[src/rtl/regfile_pkg.sv]
// rtl/regfile_pkg.sv - shared register-file widths, zero-register index and write-request type
package regfile_pkg;

    localparam int ADDRESS_WIDTH = 5;
    localparam int DATA_WIDTH    = 32;
    localparam int NUM_REGS      = 1 << ADDRESS_WIDTH;

    localparam logic [4:0] ZERO_REG = 5'd0;

    typedef struct packed {
        logic [ADDRESS_WIDTH-1:0] addr;
        logic [DATA_WIDTH-1:0]    data;
    } wb_req_t;

endpackage

[src/rtl/rr_arbiter.sv]
// rtl/rr_arbiter.sv - round-robin arbiter with a rotating priority pointer
//
// Ports:
//   clk, rst_n : clock, asynchronous active-low reset
//   req        : request vector, one bit per requester
//   advance    : arbitration enable; no grant and pointer frozen while low
//   gnt        : one-hot grant (combinational)
//   gnt_idx    : index of the granted requester (0 when nothing granted)
module rr_arbiter #(
    parameter int N  = 3,
    parameter int IW = (N > 1) ? $clog2(N) : 1
) (
    input  logic          clk,
    input  logic          rst_n,
    input  logic [N-1:0]  req,
    input  logic          advance,
    output logic [N-1:0]  gnt,
    output logic [IW-1:0] gnt_idx
);

    logic [IW-1:0] ptr_q;
    logic [IW-1:0] ptr_d;
    logic          found;
    int            idx;

    // Scan ptr, ptr+1, ... modulo N; the first requester seen wins.
    always_comb begin
        gnt     = '0;
        gnt_idx = '0;
        found   = 1'b0;
        idx     = 0;
        ptr_d   = ptr_q;
        for (int k = 0; k < N; k++) begin
            idx = (int'(ptr_q) + k) % N;
            if (advance && !found && req[idx]) begin
                found    = 1'b1;
                gnt[idx] = 1'b1;
                gnt_idx  = IW'(idx);
                ptr_d    = IW'((idx + 1) % N);
            end
        end
    end

    always_ff @(posedge clk or negedge rst_n) begin
        if (!rst_n) begin
            ptr_q <= '0;
        end else begin
            ptr_q <= ptr_d;
        end
    end

endmodule

[src/rtl/wb_port_arbiter.sv]
// rtl/wb_port_arbiter.sv - round-robin sharing of the register-file write port among write-back sources
//
// Ports:
//   clk, rst_n            : clock, asynchronous active-low reset
//   stall                 : blocks all grants while high
//   req_valid/addr/data   : per-requester pending write
//   req_ready             : one-hot combinational grant
//   WE3, AD3, WD3         : registered register-file write port
//   grant_idx             : requester behind the current WE3 pulse
//   busy                  : any request pending or a write in flight
module wb_port_arbiter #(
    parameter int NUM_REQ       = 3,
    parameter int ADDRESS_WIDTH = regfile_pkg::ADDRESS_WIDTH,
    parameter int DATA_WIDTH    = regfile_pkg::DATA_WIDTH,
    parameter int GW            = $clog2(NUM_REQ)
) (
    input  logic                                    clk,
    input  logic                                    rst_n,
    input  logic                                    stall,
    input  logic [NUM_REQ-1:0]                      req_valid,
    input  logic [NUM_REQ-1:0][ADDRESS_WIDTH-1:0]   req_addr,
    input  logic [NUM_REQ-1:0][DATA_WIDTH-1:0]      req_data,
    output logic [NUM_REQ-1:0]                      req_ready,
    output logic                                    WE3,
    output logic [ADDRESS_WIDTH-1:0]                AD3,
    output logic [DATA_WIDTH-1:0]                   WD3,
    output logic [GW-1:0]                           grant_idx,
    output logic                                    busy
);

    import regfile_pkg::*;

    logic [NUM_REQ-1:0]       gnt;
    logic [GW-1:0]            gnt_idx;
    logic                     granted;
    logic [ADDRESS_WIDTH-1:0] sel_addr;
    logic [DATA_WIDTH-1:0]    sel_data;

    logic                     we3_d, we3_q;
    logic [ADDRESS_WIDTH-1:0] ad3_d, ad3_q;
    logic [DATA_WIDTH-1:0]    wd3_d, wd3_q;
    logic [GW-1:0]            gidx_d, gidx_q;

    // Gating advance with rst_n keeps req_ready low during reset even though
    // the arbiter itself is purely combinational on its grant path.
    rr_arbiter #(.N(NUM_REQ), .IW(GW)) u_rr (
        .clk     (clk),
        .rst_n   (rst_n),
        .req     (req_valid),
        .advance (!stall && rst_n),
        .gnt     (gnt),
        .gnt_idx (gnt_idx)
    );

    assign req_ready = gnt;
    assign granted   = |gnt;
    assign sel_addr  = req_addr[gnt_idx];
    assign sel_data  = req_data[gnt_idx];

    // A write to x0 is consumed but never enables the register file;
    // address and data still load so the attempt remains visible.
    always_comb begin
        we3_d  = 1'b0;
        ad3_d  = ad3_q;
        wd3_d  = wd3_q;
        gidx_d = gidx_q;
        if (granted) begin
            we3_d  = (sel_addr != ADDRESS_WIDTH'(ZERO_REG));
            ad3_d  = sel_addr;
            wd3_d  = sel_data;
            gidx_d = gnt_idx;
        end
    end

    always_ff @(posedge clk or negedge rst_n) begin
        if (!rst_n) begin
            we3_q  <= 1'b0;
            ad3_q  <= '0;
            wd3_q  <= '0;
            gidx_q <= '0;
        end else begin
            we3_q  <= we3_d;
            ad3_q  <= ad3_d;
            wd3_q  <= wd3_d;
            gidx_q <= gidx_d;
        end
    end

    assign WE3       = we3_q;
    assign AD3       = ad3_q;
    assign WD3       = wd3_q;
    assign grant_idx = gidx_q;
    assign busy      = (|req_valid) || we3_q;

endmodule

[config.mk]
export PLATFORM = sky130hd
export DESIGN_NAME = wb_port_arbiter
export DESIGN_NICKNAME = d
export VERILOG_FILES = /design/src/rtl/regfile_pkg.sv /design/src/rtl/rr_arbiter.sv /design/src/rtl/wb_port_arbiter.sv
export SDC_FILE = /design/constraint.sdc
export NUM_CORES = 1
export LEC_CHECK = 0
export CORE_MARGIN = 2
export CORE_UTILIZATION = 47
export CTS_CLUSTER_SIZE = 28
export DETAILED_ROUTE_END_ITERATION = 10
export GPL_TIMING_DRIVEN = 1
export PLACE_DENSITY = 0.88
export SKIP_CTS_REPAIR_TIMING = 1
export SYNTH_ARGS = -nofsm -noshare
export SYNTH_HDL_FRONTEND = slang
export SYNTH_SLANG_ARGS = --single-unit
[constraint.sdc]
create_clock -name clk -period 20.2 [get_ports clk]
set_input_delay 4.04 -clock clk [delete_from_list [all_inputs] [get_ports clk]]
set_output_delay 4.04 -clock clk [all_outputs]
set_load 0.02 [all_outputs]
==> results.tsv, run 1 <==
stage	metric	value	unit
layout	commonest non-fill, non-tap cells in the layout	159 x clkdlybuf4s50_1, 110 x a21oi_1, 83 x nand2_1, 50 x nor2_1, 42 x dfrtp_1	
sta	Max-slew headroom	45.78	%
synthesis	area fraction of the dominant cell type after synthesis	28.43	%
floorplanning	Site Rows	32	
layout	Ant. Diodes	0	
placed_design	port bufs	160	
sta	Final Max Slew Viols	0	
sta	achievable frequency	0.08983	GHz
layout	Finished Core Util	71.26	%
drt	routed vias	4268	
sta	final hold viol count	0	
setup_path	critical setup path kind	input port to flip-flop	
power	PwrDens	156.1	nW/µm²
setup_path	Startpoint Class	input port	
synthesis	syn nets	623	
cts	CTS tree	done	
synthesis	FF+latch count, synth	42	
synthesis	synth unique cells	75	
cts	Worst-Skew Late Latency	0.30	ns
outcome	outcome	finished, final reports clean	
synthesis	sequential cell area fraction in the yosys report	28.43	%
synthesis	Post-synth ARST share	100.0	%
global_route	GRT Overall Usage	29.36	%
power	peak supply drop	0.09886	mV
layout	final instance area	5478	µm²
setup_path	Req. time, crit path	20.41	ns
sta	Worst-Margin Slew	0.8074	ns
setup_path	arrival time at the worst endpoint	11.34	ns
layout	Area Growth Syn to Fin	48.16	%
cts	Bufs on Longest Clock Path	2	
drt	DRT Wirelength	12410	µm
floorplanning	Die ar.	8592	µm²
floorplanning	CORE AREA	7687	µm²
floorplanning	Die Ht	92.70	µm
min_path	HP Class	flip-flop to flip-flop	
floorplanning	Initial Util	48.10	%
placed_design	GP Congestion	0.9694	
placed_design	placed cell areas	5365	µm²
layout	layout cell share with drive strength beyond 1	7.233	%
global_route	vias in the first global route	4319	
setup_path	CP Max Fanout	46	
floorplanning	IO Count	161	
layout	Final Net Count	769	
placed_design	post-DP HPWL	9633	µm
drt	DRT Pass-1 Iters	7	
drt	number of DRC markers in iteration 0	206	
cts	Inserted Clock Buffers	5	
synthesis	Top FF cell, synth	dfrtp_1	
synthesis	Area contributors post-synth	dfrtp_1 28%, a21oi_1 15%, nand2_1 8.4%, ha_1 5.4%, nor2_1 5.1%	
synthesis	area of the mapped netlist	3697	µm²
synthesis	Mapped Cells	490	
sta	setup violators final	0	
cts	Root Buffer	clkbuf_8	
cts	# H-tree levels	2	
global_route	GR Overflow Total	0	
setup_path	CP endpoint kind	flip-flop	
setup_path	Slowest-stage cell, CP	xnor2_1	
sta	Clock Skews	0.004081	ns
layout	commonest non-fill, non-tap cell in the layout	clkdlybuf4s50_1	
floorplanning	die width	92.70	µm
cts	clk sinks	42	
synthesis	top cell type by total area after synthesis	dfrtp_1	
drt	vias per cell	5.783	
global_route	first-pass GRT wire length	20350	µm
synthesis	post-synthesis average cell area	7.546	µm²
drt	Antenna Nets Post-Route	0	
drt	drt wl/cell	16.81	µm
cts	clock transition at the registers of the reported paths	0.08	ns
sta	RSZ-0062 raised after global routing	false	
synthesis	Yosys Warn Count	0	
drt	Post-route DRC	0	
global_route	initial antenna violation count	0	
sta	Final period util	55.11	%
setup_path	Top cell by count, worst path	ha_1	
setup_path	worst stage delay on the critical path	0.68	ns
synthesis	EDFF count, synth	0	
sta	setup TNS	0	ns
global_route	largest net degree at the start of global routing	75	
power	Leakage	2.186	nW
job	Max Cap Violations	0	
sta	Final Critical Period	11.13	ns
[Yosys cell counts, types with 3 or more instances]
cell,instances
o21a_1,4
inv_1,19
buf_2,3
mux2_2,8
nor4_1,4
ha_1,16
a22oi_1,3
nor3_1,3
nor2_1,50
clkbuf_1,20
nand2_1,83
xnor2_1,7
or3_1,3
o2111ai_1,3
or4_1,3
dfrtp_1,42
nand2b_1,4
a21o_1,4
and2_1,6
buf_1,4
nand3_1,4
nand3b_1,3
a21oi_1,110
mux2i_1,7
o21ai_0,14
[cell type report]
class	count	area (µm²)
clock buffers	6	82.58
flip-flops and latches	42	1051
well taps	102	127.6
inverters	19	71.32
fillers	608	2210
multi-input cells	402	2474
clock inverters	1	30.03
repair buffers	166	1642
[path summary, 6_finish.rpt]
kind / start / endpoint / slack (ns) / cells past startpoint
max reg2reg: u_rr.ptr_q[1] / u_rr.ptr_q[1] / 12.36 / 29
max: rst_n / u_rr.ptr_q[1] / 9.07 / 29
min reg2reg: AD3[0] / AD3[0] / 0.51 / 1
min in group asynchronous: rst_n / WD3[5] / 3.83 / 2
max in group asynchronous: rst_n / WD3[28] / 15.99 / 2
min: AD3[0] / AD3[0] / 0.51 / 1
[kinds of logic (layout without fill, tap and decap cells)]
group | count (synthesis) | in the layout | synth area share, %
muxes | 17 | 17 | 5.347
and+or+nand+nor | 184 | 184 | 23.99
DFF | 42 | 42 | 28.43
adders and majority gates | 16 | 16 | 5.414
xor gates and xnor gates | 7 | 7 | 1.658
AOI/OAI and AO/OA | 178 | 178 | 30.39
buffers and inverters | 46 | 192 | 4.771
[state kept, by name, indices dropped and copies added, names as in the netlist]
| name | count |
|---|---|
| AD3 | 5 |
| WD3 | 32 |
| WE3 | 1 |
| grant_idx | 2 |
| u_rr.ptr_q | 2 |
[per-stage QoR]
step / setup WS (ns) / hold WS (ns) / cells / power (mW)
finish: 9.068 / 0.5128 / 738 / 0.8549
global route: 8.425 / 0.5395 / 738 / 0.9222
floorplan: 10.51 / 0.6360 / 490 / 0.5727
CTS: 9.121 / 0.5133 / 738 / 0.8511
detailed placement: 8.900 / 0.4999 / 731 / 0.7770
global placement: 9.266 / 0.4895 / 731 / 0.7550
[metal layers]
| layer | global-route usage (%) | routed length (µm) |
|---|---|---|
| met3 | 7.079 | 1012 |
| met5 | 0 | 0 |
| met1 | 35.30 | 4988 |
| met2 | 52.37 | 6122 |
| met4 | 7.966 | 284 |
[worst max-delay path: cells and delay by family]
| family | cells | cell delay, ns |
|---|---|---|
| xor+xnor | 3 | 1.20 |
| buf+inv | 4 | 0.77 |
| simple gates | 7 | 2.07 |
| compound gates | 11 | 2.17 |
| fa+ha+maj | 4 | 1.07 |
[power breakdown]
group          internal [mW]  switching [mW]
combinational          0.259           0.371
sequential             0.129          0.0261
clock                 0.0396          0.0303
total                  0.428           0.427
Note: power is estimated with default switching activity, not from simulation.
==> run 2: changes to the inputs <==
--- a/config.mk
+++ b/config.mk
@@ -6,11 +6,11 @@
 export NUM_CORES = 1
 export LEC_CHECK = 0
 export CORE_MARGIN = 2
-export CORE_UTILIZATION = 47
+export CORE_UTILIZATION = 39
 export CTS_CLUSTER_SIZE = 28
 export DETAILED_ROUTE_END_ITERATION = 10
 export GPL_TIMING_DRIVEN = 1
-export PLACE_DENSITY = 0.88
+export PLACE_DENSITY = 0.78
 export SKIP_CTS_REPAIR_TIMING = 1
 export SYNTH_ARGS = -nofsm -noshare
 export SYNTH_HDL_FRONTEND = slang
==> constraint.sdc (replaced) <==
create_clock -name clk -period 9.2 [get_ports clk]
set_input_delay 1.84 -clock clk [delete_from_list [all_inputs] [get_ports clk]]
set_output_delay 1.84 -clock clk [all_outputs]
set_load 0.02 [all_outputs]
==> results.tsv, run 2 (synthesized netlist as in run 1, its figures left out) <==
stage	metric	value	unit	change
power	peak supply drop	0.1531	mV	+55%
drt	DRT Wirelength	12350	µm	-0.44%
cts	clk sinks	42		unchanged
cts	# H-tree levels	2		unchanged
floorplanning	Die Ht	101.4	µm	+9.4%
floorplanning	IO Count	161		unchanged
setup_path	worst stage delay on the critical path	0.73	ns	+0.05 ns
sta	Final Critical Period	8.650	ns	
cts	CTS tree	done		
setup_path	CP Max Fanout	11		-76%
layout	Final Net Count	769		unchanged
global_route	largest net degree at the start of global routing	75		unchanged
global_route	first-pass GRT wire length	19620	µm	-3.6%
placed_design	post-DP HPWL	9609	µm	-0.25%
layout	commonest non-fill, non-tap cells in the layout	159 x clkdlybuf4s50_1, 110 x a21oi_1, 83 x nand2_1, 50 x nor2_1, 42 x dfrtp_1		
drt	Post-route DRC	0		unchanged
layout	layout cell share with drive strength beyond 1	7.075	%	-0.16 points
min_path	HP Class	flip-flop to flip-flop		
setup_path	reg2reg start	u_rr.ptr_q[1]		
setup_path	reg2reg setup slack	1.43	ns	-10.93 ns
layout	number of flip-flops in the largest register	32		unchanged
drt	Antenna Nets Post-Route	0		unchanged
setup_path	critical setup path kind	input port to flip-flop		
cts	Bufs on Longest Clock Path	2		unchanged
sta	RSZ-0062 raised after global routing	false		
floorplanning	Die ar.	10270	µm²	+20%
layout	Finished Core Util	59.30	%	-12 points
setup_path	Top cell by count, worst path	ha_1		
cts	Root Buffer	clkbuf_8		
sta	setup violators final	0		unchanged
drt	DRT Pass-1 Iters	5		-2
global_route	vias in the first global route	3976		-7.9%
job	Max Cap Violations	0		unchanged
global_route	initial antenna violation count	0		unchanged
cts	Worst-Skew Late Latency	0.29	ns	about the same
cts	clock transition at the registers of the reported paths	0.08	ns	about the same
global_route	GRT Overall Usage	23.92	%	-5.4 points
sta	Worst-Margin Slew	0.8709	ns	+0.06349 ns
floorplanning	die width	101.4	µm	+9.4%
placed_design	port bufs	160		unchanged
setup_path	Slowest-stage cell, CP	xnor2_1		
floorplanning	Initial Util	40.01	%	-8.1 points
setup_path	arrival time at the worst endpoint	8.85	ns	-2.49 ns
outcome	outcome	finished, final reports clean		
drt	routed vias	4188		-1.9%
drt	drt wl/cell	16.15	µm	-3.9%
setup_path	Req. time, crit path	9.40	ns	-11.01 ns
power	Total Power	1.820	mW	+110%
sta	final hold viol count	0		unchanged
sta	Max-slew headroom	41.52	%	-4.3 points
setup_path	CP endpoint kind	flip-flop		
power	PwrDens	332.1	nW/µm²	+110%
cts	Inserted Clock Buffers	5		unchanged
layout	Ant. Diodes	0		unchanged
power	Leakage	2.166	nW	-0.91%
drt	number of DRC markers in iteration 0	188		-8.7%
floorplanning	CORE AREA	9240	µm²	+20%
sta	Clock Skews	0.006213	ns	+0.002132 ns
sta	Final period util	94.03	%	
setup_path	crit path capture	u_rr.ptr_q[1]		
setup_path	start point of the critical path	stall		
layout	commonest non-fill, non-tap cell in the layout	clkdlybuf4s50_1		
global_route	GR Overflow Total	0		unchanged
sta	setup TNS	0	ns	unchanged
drt	vias per cell	5.475		-5.3%
sta	achievable frequency	0.1156	GHz	
layout	Area Growth Syn to Fin	48.19	%	about the same
setup_path	cells on worst reg2reg path	29		unchanged
setup_path	R2R Path End	u_rr.ptr_q[1]		
sta	Final Max Slew Viols	0		unchanged
floorplanning	Site Rows	35		+9.4%
setup_path	Startpoint Class	input port		
setup_path	crit path buf inv count	3		-1
setup_path	CP top delay family	compound AO/OA/AOI/OAI gates		
setup_path	Worst path depth	28		-3.4%
placed_design	GP Congestion	0.8537		-12%
## run 2: how the worst min path moves through the flow
stage                            start      endpoint  slack (ns)  cells after the start
after floorplan                 AD3[0]        AD3[0]        0.64                      1
after global placement          AD3[0]        AD3[0]        0.49                      1
after detailed placement        AD3[4]        AD3[4]        0.50                      1
after CTS                 grant_idx[1]  grant_idx[1]        0.52                      1
after global routing            AD3[2]        AD3[2]        0.53                      1
final                     grant_idx[1]  grant_idx[1]        0.51                      1
## run 2: per-stage QoR
stage          worst slack [ns]  area (µm²)  hold WS (ns)  std cells
4_1_cts                  0.6286        5479        0.5155        765
3_5_place_dp             0.3529        5399        0.4989        758
6_report                 0.5495        5479        0.5104        765
5_1_grt                 0.05855        5479        0.5280        765
3_3_place_gp             0.5948        5399        0.4932        758
2_1_floorplan             1.706        3697        0.6360        490
## run 2: layout make-up
class | instances | area [µm²]
multi-input combinational | 402 | 2474
timing repair buffer | 166 | 1642
clock inverter | 1 | 7.507
sequential | 42 | 1051
fill | 865 | 3761
clock buffer | 6 | 72.57
tap | 129 | 161.4
inverter | 19 | 71.32
## run 2: layer usage
layer  global-route usage [%]  part of all wire (%)
met4                    6.029                   1.8
met1                    29.84                    42
met3                    7.867                   9.2
met5                        0                     0
met2                    40.04                    47
## run 2: power by group
group	internal (mW)	switching, mW	leakage (nW)	total [mW]
clock	0.0521	0.0615	0.0373	0.114
combinational	0.567	0.799	1.66	1.37
sequential	0.284	0.0565	0.474	0.340
==> run 3: changes to the inputs <==
--- a/config.mk
+++ b/config.mk
@@ -9,6 +9,7 @@
 export CORE_UTILIZATION = 39
 export CTS_CLUSTER_SIZE = 28
 export DETAILED_ROUTE_END_ITERATION = 10
+export GPL_ROUTABILITY_DRIVEN = 0
 export GPL_TIMING_DRIVEN = 1
 export PLACE_DENSITY = 0.78
 export SKIP_CTS_REPAIR_TIMING = 1
==> results.tsv, run 3 (synthesized netlist as in run 1, its figures left out) <==
stage	metric	value	unit	change
outcome	outcome	finished, final reports clean		
sta	setup violators final	0		unchanged
setup_path	R2R Path End	u_rr.ptr_q[1]		
floorplanning	CORE AREA	9240	µm²	unchanged
layout	Area Growth Syn to Fin	49.20	%	
layout	layout cell share with drive strength beyond 1	7.378	%	+0.30 points
sta	Final Critical Period	8.502	ns	-0.1488 ns
drt	DRT Pass-1 Iters	5		unchanged
sta	setup TNS	0	ns	unchanged
placed_design	placed cell areas	5399	µm²	unchanged
sta	Max-slew headroom	50.63	%	+9.1 points
power	Leakage	2.189	nW	+1.0%
setup_path	Startpoint Class	input port		
floorplanning	die width	101.4	µm	unchanged
setup_path	arrival time at the worst endpoint	8.71	ns	-0.14 ns
cts	Worst-Skew Late Latency	0.29	ns	about the same
layout	final instance area	5517	µm²	+0.69%
floorplanning	Die ar.	10270	µm²	unchanged
drt	DRT Wirelength	12340	µm	about the same
setup_path	CP endpoint kind	flip-flop		
drt	drt wl/cell	16.11	µm	-0.20%
layout	Finished Core Util	59.70	%	+0.41 points
sta	Final period util	92.41	%	-1.6 points
drt	routed vias	4252		+1.5%
global_route	first-pass GRT wire length	19520	µm	-0.52%
sta	Worst-Margin Slew	0.7386	ns	-0.1323 ns
drt	Post-route DRC	0		unchanged
cts	CTS tree	done		
sta	Final Max Slew Viols	0		unchanged
layout	commonest non-fill, non-tap cell in the layout	clkdlybuf4s50_1		
drt	vias per cell	5.551		+1.4%
floorplanning	Die Ht	101.4	µm	unchanged
cts	Bufs on Longest Clock Path	2		unchanged
global_route	GR Overflow Total	0		unchanged
layout	commonest non-fill, non-tap cells in the layout	159 x clkdlybuf4s50_1, 110 x a21oi_1, 83 x nand2_1, 50 x nor2_1, 42 x dfrtp_1		
cts	Inserted Clock Buffers	5		unchanged
setup_path	cells on worst reg2reg path	29		unchanged
sta	hold_ws	0.5164	ns	+0.006043 ns
floorplanning	IO Count	161		unchanged
layout	Ant. Diodes	0		unchanged
power	PwrDens	337.0	nW/µm²	+1.5%
setup_path	Req. time, crit path	9.40	ns	about the same
job	Max Cap Violations	0		unchanged
layout	Final Instance Count excl. Fillers	766		+0.13%
global_route	largest net degree at the start of global routing	75		unchanged
layout	Final Net Count	769		unchanged
sta	Clock Skews	0.003701	ns	-0.002512 ns
drt	number of DRC markers in iteration 0	211		+12%
setup_path	reg2reg start	u_rr.ptr_q[1]		
placed_design	post-DP HPWL	9533	µm	-0.79%
min_path	Hold EP	grant_idx[1]		
setup_path	Top cell by count, worst path	ha_1		
setup_path	CP Max Fanout	7		-4
sta	RSZ-0062 raised after global routing	false		
min_path	Hold Crit Depth	1		unchanged
sta	achievable frequency	0.1176	GHz	+1.7%
setup_path	Slowest-stage cell, CP	mux2i_1		
cts	clock transition at the registers of the reported paths	0.09	ns	about the same
global_route	initial antenna violation count	0		unchanged
placed_design	DP Cell Count	758		unchanged
layout	Fill cells	829		-4.2%
setup_path	critical setup path kind	input port to flip-flop		
sta	final hold viol count	0		unchanged
min_path	hold_sp	grant_idx[1]		
setup_path	worst stage delay on the critical path	0.53	ns	-0.20 ns
floorplanning	Site Rows	35		unchanged
cts	Root Buffer	clkbuf_8		
cts	# H-tree levels	2		unchanged
power	peak supply drop	0.2043	mV	+33%
layout	register area	1051	µm²	unchanged
global_route	vias in the first global route	4170		+4.9%
min_path	HP Class	flip-flop to flip-flop		
cts	clk sinks	42		unchanged
floorplanning	Initial Util	40.01	%	unchanged
drt	Antenna Nets Post-Route	0		unchanged
layout	area of the multi-input gates	2481	µm²	+0.30%
global_route	GRT Overall Usage	23.77	%	-0.16 points
setup_path	reg2reg setup slack	1.64	ns	+0.21 ns
layout	number of flip-flops in the largest register	32		unchanged
placed_design	port bufs	160		unchanged
## run 3: cell count changes in the layout (fill, tap and decap cells not counted), sizes merged
cell | before | now
bufinv | 0 | 1
## run 3: where the power goes
part           internal, mW  leakage (nW)  switching (mW)  total (mW)
clock                0.0811        0.0514          0.0686       0.150
combinational         0.570          1.66           0.798        1.37
sequential            0.284         0.474          0.0577       0.341
## run 3: worst max-delay path by stage
stage	startpoint	to	slack, ns	depth (start not counted)
6_report	req_valid[2]	u_rr.ptr_q[1]	0.70	28
5_1_grt	req_valid[2]	u_rr.ptr_q[1]	0.07	28
4_1_cts	req_valid[2]	u_rr.ptr_q[1]	0.60	28
3_5_place_dp	req_valid[2]	u_rr.ptr_q[1]	0.33	28
3_3_place_gp	req_valid[2]	u_rr.ptr_q[1]	0.64	28
2_1_floorplan	stall	u_rr.ptr_q[1]	1.71	28
## run 3: layer usage
metal | vias to the layer above | share of wire, % | GRT usage [%]
li1 | 2052 | - | -
met1 | 2007 | 41 | 28.46
met2 | 164 | 49 | 40.96
met3 | 29 | 8.0 | 6.970
met4 | 0 | 2.6 | 7.692
met5 | - | 0 | 0
## run 3: final cells by class
cell class	instances	area share [%]
Inverter	19	1.293
Sequential cell	42	19.05
Timing Repair Buffer	166	29.76
Tap cell	129	2.926
Multi-Input combinational cell	402	44.98
Clock buffer	6	1.315
Clock inverter	2	0.6804
## run 3: worst max-delay path: cells and delay by family
family,cells,cell delay [ns]
adders and majority gates,4,1.07
xor gates and xnor gates,2,0.50
and+or+nand+nor,7,1.90
buffers and inverters,3,0.70
AOI/OAI and AO/OA,10,1.84
muxes,2,0.87
## run 3: per-stage QoR
step	power (mW)	setup WS, ns
floorplan	1.257	1.706
global placement	1.656	0.6447
detailed placement	1.706	0.3267
CTS	1.866	0.5985
global route	2.020	0.07291
finish	1.859	0.6983
